--- config.mk ---
export PLATFORM = sky130hd
export DESIGN_NAME = calc_key_player
export DESIGN_NICKNAME = d
export VERILOG_FILES = /design/src/rtl/calc_key_player.sv
export SDC_FILE = /design/constraint.sdc
export NUM_CORES = 1
export LEC_CHECK = 0
export CAP_MARGIN = 15
export CORE_ASPECT_RATIO = 1.75
export CORE_MARGIN = 2
export CORE_UTILIZATION = 35
export DETAILED_ROUTE_END_ITERATION = 10
export GPL_TIMING_DRIVEN = 0
export PLACE_DENSITY = 0.61
export SYNTH_ARGS = -nofsm -noshare
export SYNTH_HDL_FRONTEND = slang
export SYNTH_SLANG_ARGS = --single-unit
--- constraint.sdc ---
create_clock -name i_clock -period 4.4 [get_ports i_clock]
set_input_delay 0.44 -clock i_clock [delete_from_list [all_inputs] [get_ports i_clock]]
set_output_delay 0.44 -clock i_clock [all_outputs]
set_load 0.02 [all_outputs]
--- src/rtl/calc_key_player.sv ---
// Command-replay initiator for the RPN calculator CPU: queues Push/Pop/Add/Mult commands,
// presses the CPU pins with fixed timing and captures reported results. Optional: CALC_PLAYER_RESCNT_EN.
module calc_key_player #(
    parameter int PRESS_CYCLES = 2,
    parameter int GAP_CYCLES   = 50,
    parameter int DEPTH_LOG2   = 4
) (
    input  logic       i_clock,
    input  logic       i_rstN,
    input  logic       i_cmdWr,
    input  logic [1:0] i_cmdOp,
    input  logic [7:0] i_cmdData,
    output logic       o_full,
    output logic       o_empty,
    output logic       o_overflow,
    output logic       o_busy,
    output logic [7:0] o_din,
    output logic       o_sample,
    output logic [2:0] o_btns,
    input  logic [7:0] i_dout,
    input  logic       i_dval,
    output logic [7:0] o_result,
    output logic       o_resultStb
`ifdef CALC_PLAYER_RESCNT_EN
    ,output logic [7:0] o_resCount
`endif
);

    localparam int DEPTH   = 1 << DEPTH_LOG2;
    localparam int CNT_MAX = (PRESS_CYCLES > GAP_CYCLES) ? PRESS_CYCLES : GAP_CYCLES;
    localparam int CNT_W   = $clog2(CNT_MAX + 1);
    localparam logic [DEPTH_LOG2:0] FULL_CNT   = DEPTH[DEPTH_LOG2:0];
    localparam logic [CNT_W-1:0]    PRESS_LOAD = CNT_W'(PRESS_CYCLES - 1);
    localparam logic [CNT_W-1:0]    GAP_LOAD   = CNT_W'(GAP_CYCLES - 1);

    localparam logic [1:0] OP_PUSH = 2'd0;
    localparam logic [1:0] OP_POP  = 2'd1;
    localparam logic [1:0] OP_ADD  = 2'd2;

    typedef enum logic [1:0] {S_IDLE, S_SETUP, S_PRESS, S_GAP} state_t;

    logic [9:0]            r_mem [DEPTH];
    logic [DEPTH_LOG2-1:0] r_wrPtr;
    logic [DEPTH_LOG2-1:0] r_rdPtr;
    logic [DEPTH_LOG2:0]   r_count;
    logic                  r_overflow;

    state_t                r_state;
    logic [1:0]            r_op;
    logic [CNT_W-1:0]      r_cnt;
    logic [7:0]            r_din;
    logic                  r_sample;
    logic [2:0]            r_btns;

    logic                  r_dvalQ;
    logic [7:0]            r_result;
    logic                  r_resultStb;

    logic                  w_full;
    logic                  w_empty;
    logic                  w_push;
    logic                  w_pop;
    logic [1:0]            w_headOp;
    logic [7:0]            w_headData;

    assign w_full     = (r_count == FULL_CNT);
    assign w_empty    = (r_count == '0);
    assign w_push     = i_cmdWr && !w_full;
    // The last GAP cycle pops directly so the next SETUP lands exactly GAP_CYCLES after release.
    assign w_pop      = !w_empty && ((r_state == S_IDLE) || ((r_state == S_GAP) && (r_cnt == '0)));
    assign w_headOp   = r_mem[r_rdPtr][9:8];
    assign w_headData = r_mem[r_rdPtr][7:0];

    always_ff @(posedge i_clock) begin
        if (w_push) begin
            r_mem[r_wrPtr] <= {i_cmdOp, i_cmdData};
        end
    end

    always_ff @(posedge i_clock or negedge i_rstN) begin
        if (!i_rstN) begin
            r_wrPtr    <= '0;
            r_rdPtr    <= '0;
            r_count    <= '0;
            r_overflow <= 1'b0;
        end else begin
            if (w_push) begin
                r_wrPtr <= r_wrPtr + 1'b1;
            end
            if (w_pop) begin
                r_rdPtr <= r_rdPtr + 1'b1;
            end
            if (w_push && !w_pop) begin
                r_count <= r_count + 1'b1;
            end else if (!w_push && w_pop) begin
                r_count <= r_count - 1'b1;
            end
            if (i_cmdWr && w_full) begin
                r_overflow <= 1'b1;
            end
        end
    end

    always_ff @(posedge i_clock or negedge i_rstN) begin
        if (!i_rstN) begin
            r_state  <= S_IDLE;
            r_op     <= OP_PUSH;
            r_cnt    <= '0;
            r_din    <= '0;
            r_sample <= 1'b0;
            r_btns   <= '0;
        end else begin
            if (w_pop) begin
                r_op <= w_headOp;
                if (w_headOp == OP_PUSH) begin
                    r_din <= w_headData;
                end
            end
            case (r_state)
                S_IDLE: begin
                    if (w_pop) begin
                        r_state <= S_SETUP;
                    end
                end
                S_SETUP: begin
                    r_state  <= S_PRESS;
                    r_cnt    <= PRESS_LOAD;
                    r_sample <= (r_op == OP_PUSH);
                    r_btns   <= {r_op == OP_POP, r_op == OP_ADD, r_op == 2'd3};
                end
                S_PRESS: begin
                    if (r_cnt == '0) begin
                        r_state  <= S_GAP;
                        r_cnt    <= GAP_LOAD;
                        r_sample <= 1'b0;
                        r_btns   <= '0;
                    end else begin
                        r_cnt <= r_cnt - CNT_W'(1);
                    end
                end
                S_GAP: begin
                    if (r_cnt == '0) begin
                        r_state <= w_pop ? S_SETUP : S_IDLE;
                    end else begin
                        r_cnt <= r_cnt - CNT_W'(1);
                    end
                end
                default: r_state <= S_IDLE;
            endcase
        end
    end

    // Result capture runs independently of the FSM so late CPU reports are never lost.
    always_ff @(posedge i_clock or negedge i_rstN) begin
        if (!i_rstN) begin
            r_dvalQ     <= 1'b0;
            r_result    <= '0;
            r_resultStb <= 1'b0;
        end else begin
            r_dvalQ     <= i_dval;
            r_resultStb <= i_dval && !r_dvalQ;
            if (i_dval && !r_dvalQ) begin
                r_result <= i_dout;
            end
        end
    end

`ifdef CALC_PLAYER_RESCNT_EN
    logic [7:0] r_resCount;

    always_ff @(posedge i_clock or negedge i_rstN) begin
        if (!i_rstN) begin
            r_resCount <= '0;
        end else if (r_resultStb && (r_resCount != 8'hFF)) begin
            r_resCount <= r_resCount + 8'd1;
        end
    end

    assign o_resCount = r_resCount;
`endif

    assign o_full      = w_full;
    assign o_empty     = w_empty;
    assign o_overflow  = r_overflow;
    assign o_busy      = (r_state != S_IDLE);
    assign o_din       = r_din;
    assign o_sample    = r_sample;
    assign o_btns      = r_btns;
    assign o_result    = r_result;
    assign o_resultStb = r_resultStb;

endmodule

==> impl_metrics.csv, run 1 <==
group,metric,value,unit
status,status,"completed",
floorplanning,row_count,74,
drt,drtIter0Drc,243,
clocking,clock_path_buffers,3,
layout,fin_area,9920,sq um
global_route,antenna_found_initial,0,
power_and_ir_drop,power.density,655,nW/um^2
timing,tns,0,ps
global_route,grt_pass1_wl,27000,um
setup_path,path_cells,"nor4_1, a21oi_1, o21a_1, clkbuf_1, inv_1, ha_1, inv_1, fa_1, a21o_1, a21oi_1, xnor2_1, nor2_1, xnor2_1",
timing,hold_viol_final,0,
timing,final-max-slew-violation-count,0,
clocking,clk_latency,490,ps
timing,period_share,73.1,%
power_and_ir_drop,ir_drop,251,uV
clocking,clock_sink_count,206,
timing,setup_viol,0,
min_path,worstHoldPathType,"input port to asynchronous set/reset pin",
setup_path,cp-start-kind,"flop",
drt,vias,4297,
setup_path,path_class,"flop to flop",
setup_path,critPathArrivalTime,3590,ps
global_route,grt_overflow,0,
clocking,cts_buffers,19,
timing,rsz0062_at_grt,"no",
global_route,grt_usage,14.2,%
clocking,clockRootBuffer,"clkbuf_16",
layout,layout.nets,562,
drt,wirelength,17600,um
floorplanning,fp.dieH,208,um
floorplanning,start_util,35.7,%
clocking,htree_levels,1,
layout,fillCellCount,2026,
global_route,grt_pass1_vias,4677,
drt,drt_first_pass_iters,4,
floorplanning,core,23300,sq um
floorplanning,dieWidth,121,um
drt,routed_via_density,5.12,
drt,drc,0,
place,io_buffers,46,
setup_path,cp_top_family,"adder cells",
place,post-dp-hpwl,12300,um
logic_synthesis,syn_area_per_cell,18.7,sq um
setup_path,critical-path-slowest-cell,"nor4_1",
drt,drtAntennaViolNets,0,
logic_synthesis,yosys_warnings,0,
layout,synthToLayoutAreaGrowth,19.1,%
drt,highest_layer,"met4",
logic_synthesis,synthesis.nets,484,
flow_run,drv_cap,0,
setup_path,critPathBufInv,3,
drt,wl_met2,10200,um
drt,drt-met1-wl,6310,um
floorplanning,die_area,25100,sq um
logic_synthesis,synthDistinctLibCells,41,
floorplanning,ios,47,
clocking,cts_tree,"yes",
logic_synthesis,ys_seq_elements,206,
setup_path,endpoint_kind,"flop",
global_route,grt_max_degree,36,
place,placed_cell_area,9260,sq um
timing,worst_slew_pin_slew,1150,ps
clocking,ctsResizeCount,0,
timing,fin_crit,3220,ps
layout,final_util,42.5,%
drt,route.met3.wl,715,um
setup_path,crit_path_max_incr_delay,510,ps
logic_synthesis,syn_area,8330,sq um
place,place_congestion,0.776,
timing,finClkSkew,9.84,ps
logic_synthesis,synth-seq-area-share,71.5,%
timing,timing.fmax,311,MHz
clocking,clkTransAtPathRegs,60,ps
setup_path,worstPathRequired,4770,ps
drt,post_drt_wl_per_cell,21.0,um
setup_path,critPathMaxFanout,9,
layout,n_antenna_cell,0,
logic_synthesis,synthCells,445,
timing,relSlewSlack,23.3,%
power_and_ir_drop,leakagePower,3.40,nW
layout,drive_above_1_share,21.8,%
-- kinds of logic after synthesis --
group	synth area share, %
buf+inv	1.74
mux	16.1
compound gates	3.32
xor+xnor	1.16
flops	71.5
fa+ha+maj	2.64
simple gates	3.49
-- metal layers --
layer,up-vias,GRT usage [%]
li1,1904,-
met5,-,0
met4,0,5.21
met1,2252,15.4
met2,117,27.3
met3,24,1.95
-- sequential cells by signal (all words and copies together) (netlist names), 2 cells and up --
name      flops
r_mem       160
o_din         8
o_result      8
r_cnt         6
r_count       5
r_rdPtr       4
r_wrPtr       4
o_btns        3
r_op          2
r_state       2
-- path summary, 6_finish.rpt --
kind | to | cells after the start | slack (ps) | start
hold reg to reg | o_overflow | 1 | 450 | o_overflow
max in group asynchronous | o_din[3] | 3 | 3500 | i_rstN
setup / recovery | r_count[4] | 13 | 1180 | r_count[0]
hold / removal | r_count[1] | 2 | 390 | i_rstN
min in group i_clock | r_dvalQ | 1 | 420 | i_dval
setup reg to reg | r_count[4] | 13 | 1180 | r_count[0]
-- power by group --
part	total (mW)	switching (mW)	leakage, nW	internal (mW)
Clock	1.63	0.696	0.295	0.934
Combinational	2.27	1.20	1.10	1.07
Sequential	2.60	0.171	2.00	2.43
Total	6.49	2.06	3.40	4.43
-- repair_timing --
item	4_1_cts	5_1_grt
hold buffers	1	0
hold endpoints to repair	11	0
setup buffers	0	0
setup endpoints to repair	0	0
-- per-stage QoR --
| step | hold slack, ps | power [mW] | instances | worst slack [ps] |
|---|---|---|---|---|
| 6_report | 390 | 6.49 | 840 | 1180 |
| 5_1_grt | 407 | 6.84 | 840 | 838 |
| 2_1_floorplan | 144 | 4.18 | 445 | 1670 |
| 3_5_place_dp | 351 | 4.92 | 801 | 1160 |
| 3_3_place_gp | 443 | 4.79 | 795 | 732 |
| 4_1_cts | 387 | 6.58 | 836 | 1150 |
-- cell usage in the layout, fill, tap and decap left out, drive strengths merged, types with 6 or more instances in the layout --
| cell | n |
|---|---|
| dfrtp | 46 |
| nor2 | 22 |
| a31oi | 7 |
| ha | 16 |
| clkinv | 6 |
| mux2 | 20 |
| mux4 | 48 |
| edfxtp | 160 |
| a21oi | 8 |
| o22ai | 6 |
| xnor2 | 10 |
| nand2 | 18 |
| o21ai | 8 |
| buf | 19 |
| clkbuf | 34 |
| inv | 17 |
| clkdlybuf4s50 | 45 |
-- cell type report --
cell class                 instances  area, sq um  area share, %
clock buffer                      22          497           5.01
sequential                       206         5960           60.0
multi-input combinational        204         2250           22.6
timing repair buffer              57          579           5.84
buffer                            20         88.8          0.895
inverter                          15         56.3          0.567
tap                              304          380           3.83
clock inverter                    12          118           1.19
-- synthesized netlist by cell type (all sizes together) --
cell,number,area [sq um]
o41ai,1,8.76
dfrtp,46,1150
mux2,20,229
nand4,2,12.5
and2,2,12.5
xor2,1,8.76
mux2i,3,30.0
o22a,2,17.5
clkbuf,12,45.0
and3,1,6.26
fa,1,20.0
nor2b,5,31.3
nand3,2,10.0
ha,16,200
nor3,5,25.0
a2bb2oi,1,8.76
inv,15,56.3
o31ai,1,7.51
o211ai,2,15.0
a32oi,1,8.76
nor4,3,18.8
nand2b,2,12.5
mux4,48,1080
or3,1,11.3
nor2,22,82.6
nand2,18,67.6
o22ai,6,37.5
o21ai,8,40.0
a21o,4,30.0
xnor2,10,87.6
buf,8,43.8
o21a,1,7.51
a21oi,8,51.3
a31oi,7,43.8
edfxtp,160,4800
-- worst register-to-register path: cells and delay by family (launching register included) --
| kind | cells | cell delay, ps |
|---|---|---|
| xor+xnor | 2 | 270 |
| compound gates | 4 | 620 |
| simple gates | 2 | 580 |
| fa+ha+maj | 2 | 640 |
| buf+inv | 3 | 570 |
| flops | 1 | 440 |
No activity file was read; power rests on OpenSTA's default activity.
==> run 2: changes to the inputs <==
==> constraint.sdc (replaced) <==
create_clock -name i_clock -period 3.33 [get_ports i_clock]
set_input_delay 0.333 -clock i_clock [delete_from_list [all_inputs] [get_ports i_clock]]
set_output_delay 0.333 -clock i_clock [all_outputs]
set_load 0.02 [all_outputs]
==> run 2 against run 1 <==
Flip-flop and latch count stayed put. Critical path depth is 1 higher. Register-to-register slack got worse by 890 ps.
==> impl_metrics.csv, run 2 (same netlist as run 1, synthesis figures left out) <==
group,metric,value,unit
status,status,"completed",
power_and_ir_drop,internal_power,5.85,mW
setup_path,endpoint_kind,"flop",
drt,drtAntennaViolNets,0,
global_route,grt_overflow,0,
place,place_congestion,0.776,
setup_path,critPathArrivalTime,3410,ps
global_route,antenna_found_initial,0,
clocking,clock_sink_count,206,
floorplanning,core,23300,sq um
timing,period_share,91.1,%
floorplanning,fp.dieH,208,um
timing,fin_crit,3030,ps
timing,setup_viol,0,
global_route,grt_max_degree,36,
timing,timing.fmax,330,MHz
floorplanning,ios,47,
clocking,clockRootBuffer,"clkbuf_16",
floorplanning,die_area,25100,sq um
place,post-dp-hpwl,12300,um
layout,layout.nets,561,
setup_path,worstPathRequired,3700,ps
power_and_ir_drop,power.density,865,nW/um^2
floorplanning,row_count,74,
global_route,grt_usage,14.2,%
drt,vias,4314,
power_and_ir_drop,power,8.58,mW
power_and_ir_drop,combPwrFrac,34.9,%
setup_path,reg2reg_slack,300,ps
power_and_ir_drop,ir_drop,330,uV
clocking,clkTransAtPathRegs,60,ps
clocking,clk_latency,490,ps
layout,n_antenna_cell,0,
setup_path,r2r_start,"r_state[0]",
place,dp.cells,801,
layout,register_area,5960,sq um
setup_path,critPathMaxFanout,9,
drt,drc,0,
timing,rsz0062_at_grt,"no",
global_route,grt_pass1_vias,4677,
clocking,cts_buffers,19,
global_route,grt_pass1_wl,27000,um
layout,synthToLayoutAreaGrowth,19.2,%
clocking,clock_path_buffers,3,
setup_path,worstReg2RegEnd,"r_count[4]",
layout,max_flop_register,"r_mem",
setup_path,rr_worst_depth,14,
layout,largest_register_ffs,160,
power_and_ir_drop,p_switching,2.73,mW
layout,fillCellCount,2026,
setup_path,path_class,"flop to flop",
layout,multi_input_area,2250,sq um
layout,drive_above_1_share,22.1,%
drt,drt_first_pass_iters,5,
power_and_ir_drop,leakagePower,3.40,nW
floorplanning,start_util,35.7,%
drt,wirelength,17600,um
layout,layout_commonest_cell,"edfxtp_1",
setup_path,cp-start-kind,"flop",
clocking,post_cts_buffers,0,
layout,layout_common_cells,"160 x edfxtp_1, 47 x mux4_2, 46 x dfrtp_1, 45 x clkdlybuf4s50_1, 22 x nor2_1",
power_and_ir_drop,p_clk_share,25.1,%
drt,post_drt_wl_per_cell,21.0,um
power_and_ir_drop,seqPwrFrac,40.0,%
drt,routed_via_density,5.14,
setup_path,critPathLaunch,"r_state[0]",
timing,finClkSkew,9.58,ps
clocking,cts_tree,"yes",
floorplanning,dieWidth,121,um
timing,worst_slew_pin_slew,1160,ps
flow_run,drv_cap,0,
min_path,worstHoldPathType,"input port to asynchronous set/reset pin",
layout,fin_cells,839,
timing,holdWs,283,ps
timing,hold_viol_final,0,
timing,relSlewSlack,22.3,%
timing,final-max-slew-violation-count,0,
place,io_buffers,46,
clocking,htree_levels,1,
layout,final_util,42.5,%
drt,drtIter0Drc,248,
power_and_ir_drop,p_sw_share,31.8,%
## run 2: cell count changes in the layout (fill, tap and decap cells not counted)
cell      change
nor4_2        +1
clkbuf_1      -1
nor4_1        -1
## run 2: power groups by stage
stage / Clock, mW / Combinational (mW) / Sequential, mW
after global placement: 0 / 2.87 / 3.46
final: 2.15 / 2.99 / 3.44
after detailed placement: 0 / 3.01 / 3.49
after global routing: 2.30 / 3.25 / 3.48
after CTS: 2.21 / 3.04 / 3.44
after floorplan: 0 / 2.00 / 3.52
## run 2: stage by stage
| step | worst slack, ps | area [sq um] | TNS (ps) |
|---|---|---|---|
| floorplan | 601 | 8330 | 0 |
| global placement | -231 | 9170 | -6050 |
| detailed placement | 88.5 | 9260 | 0 |
| CTS | 79.0 | 9880 | 0 |
| global route | 28.5 | 9920 | 0 |
| finish | 295 | 9920 | 0 |
## run 2: worst max path at each step
stage                             end  slack, ps
after CTS                  r_count[4]         80
after global placement    r_mem[0][5]       -230
after detailed placement   r_count[4]         90
after global routing       r_count[4]         30
after floorplan            r_count[4]        600
final                      r_count[4]        300
## run 2: layer usage
layer	GRT usage [%]	part of all wire (%)	vias up
met5	0	0	-
met4	5.21	2.6	0
met3	1.95	4.3	26
met2	27.3	58	126
met1	15.4	35	2258
li1	-	-	1904
## run 2: cell type report
class                      instances  area share [%]
multi-input combinational        204            22.7
clock buffer                      22            5.01
tap                              304            3.83
sequential                       206            60.0
buffer                            19           0.857
inverter                          15           0.567
timing repair buffer              57            5.84
clock inverter                    12            1.19
## run 2: worst max-delay path, stage by stage (launching register included)
cell and delay [ps]:
dfrtp_1 400, inv_1 150, ha_1 250, nor2_1 60
a21oi_1 120, o21a_1 330, inv_1 210, ha_1 250
inv_1 130, ha_1 290, a21o_1 190, a21oi_1 190
xnor2_1 150, nor2_1 70, xnor2_1 130
## run 2: repair_timing
item                       4_1_cts  5_1_grt
hold buffers                     1        0
resized for setup                0        1
setup endpoints to repair        0        2
hold endpoints to repair        11        0
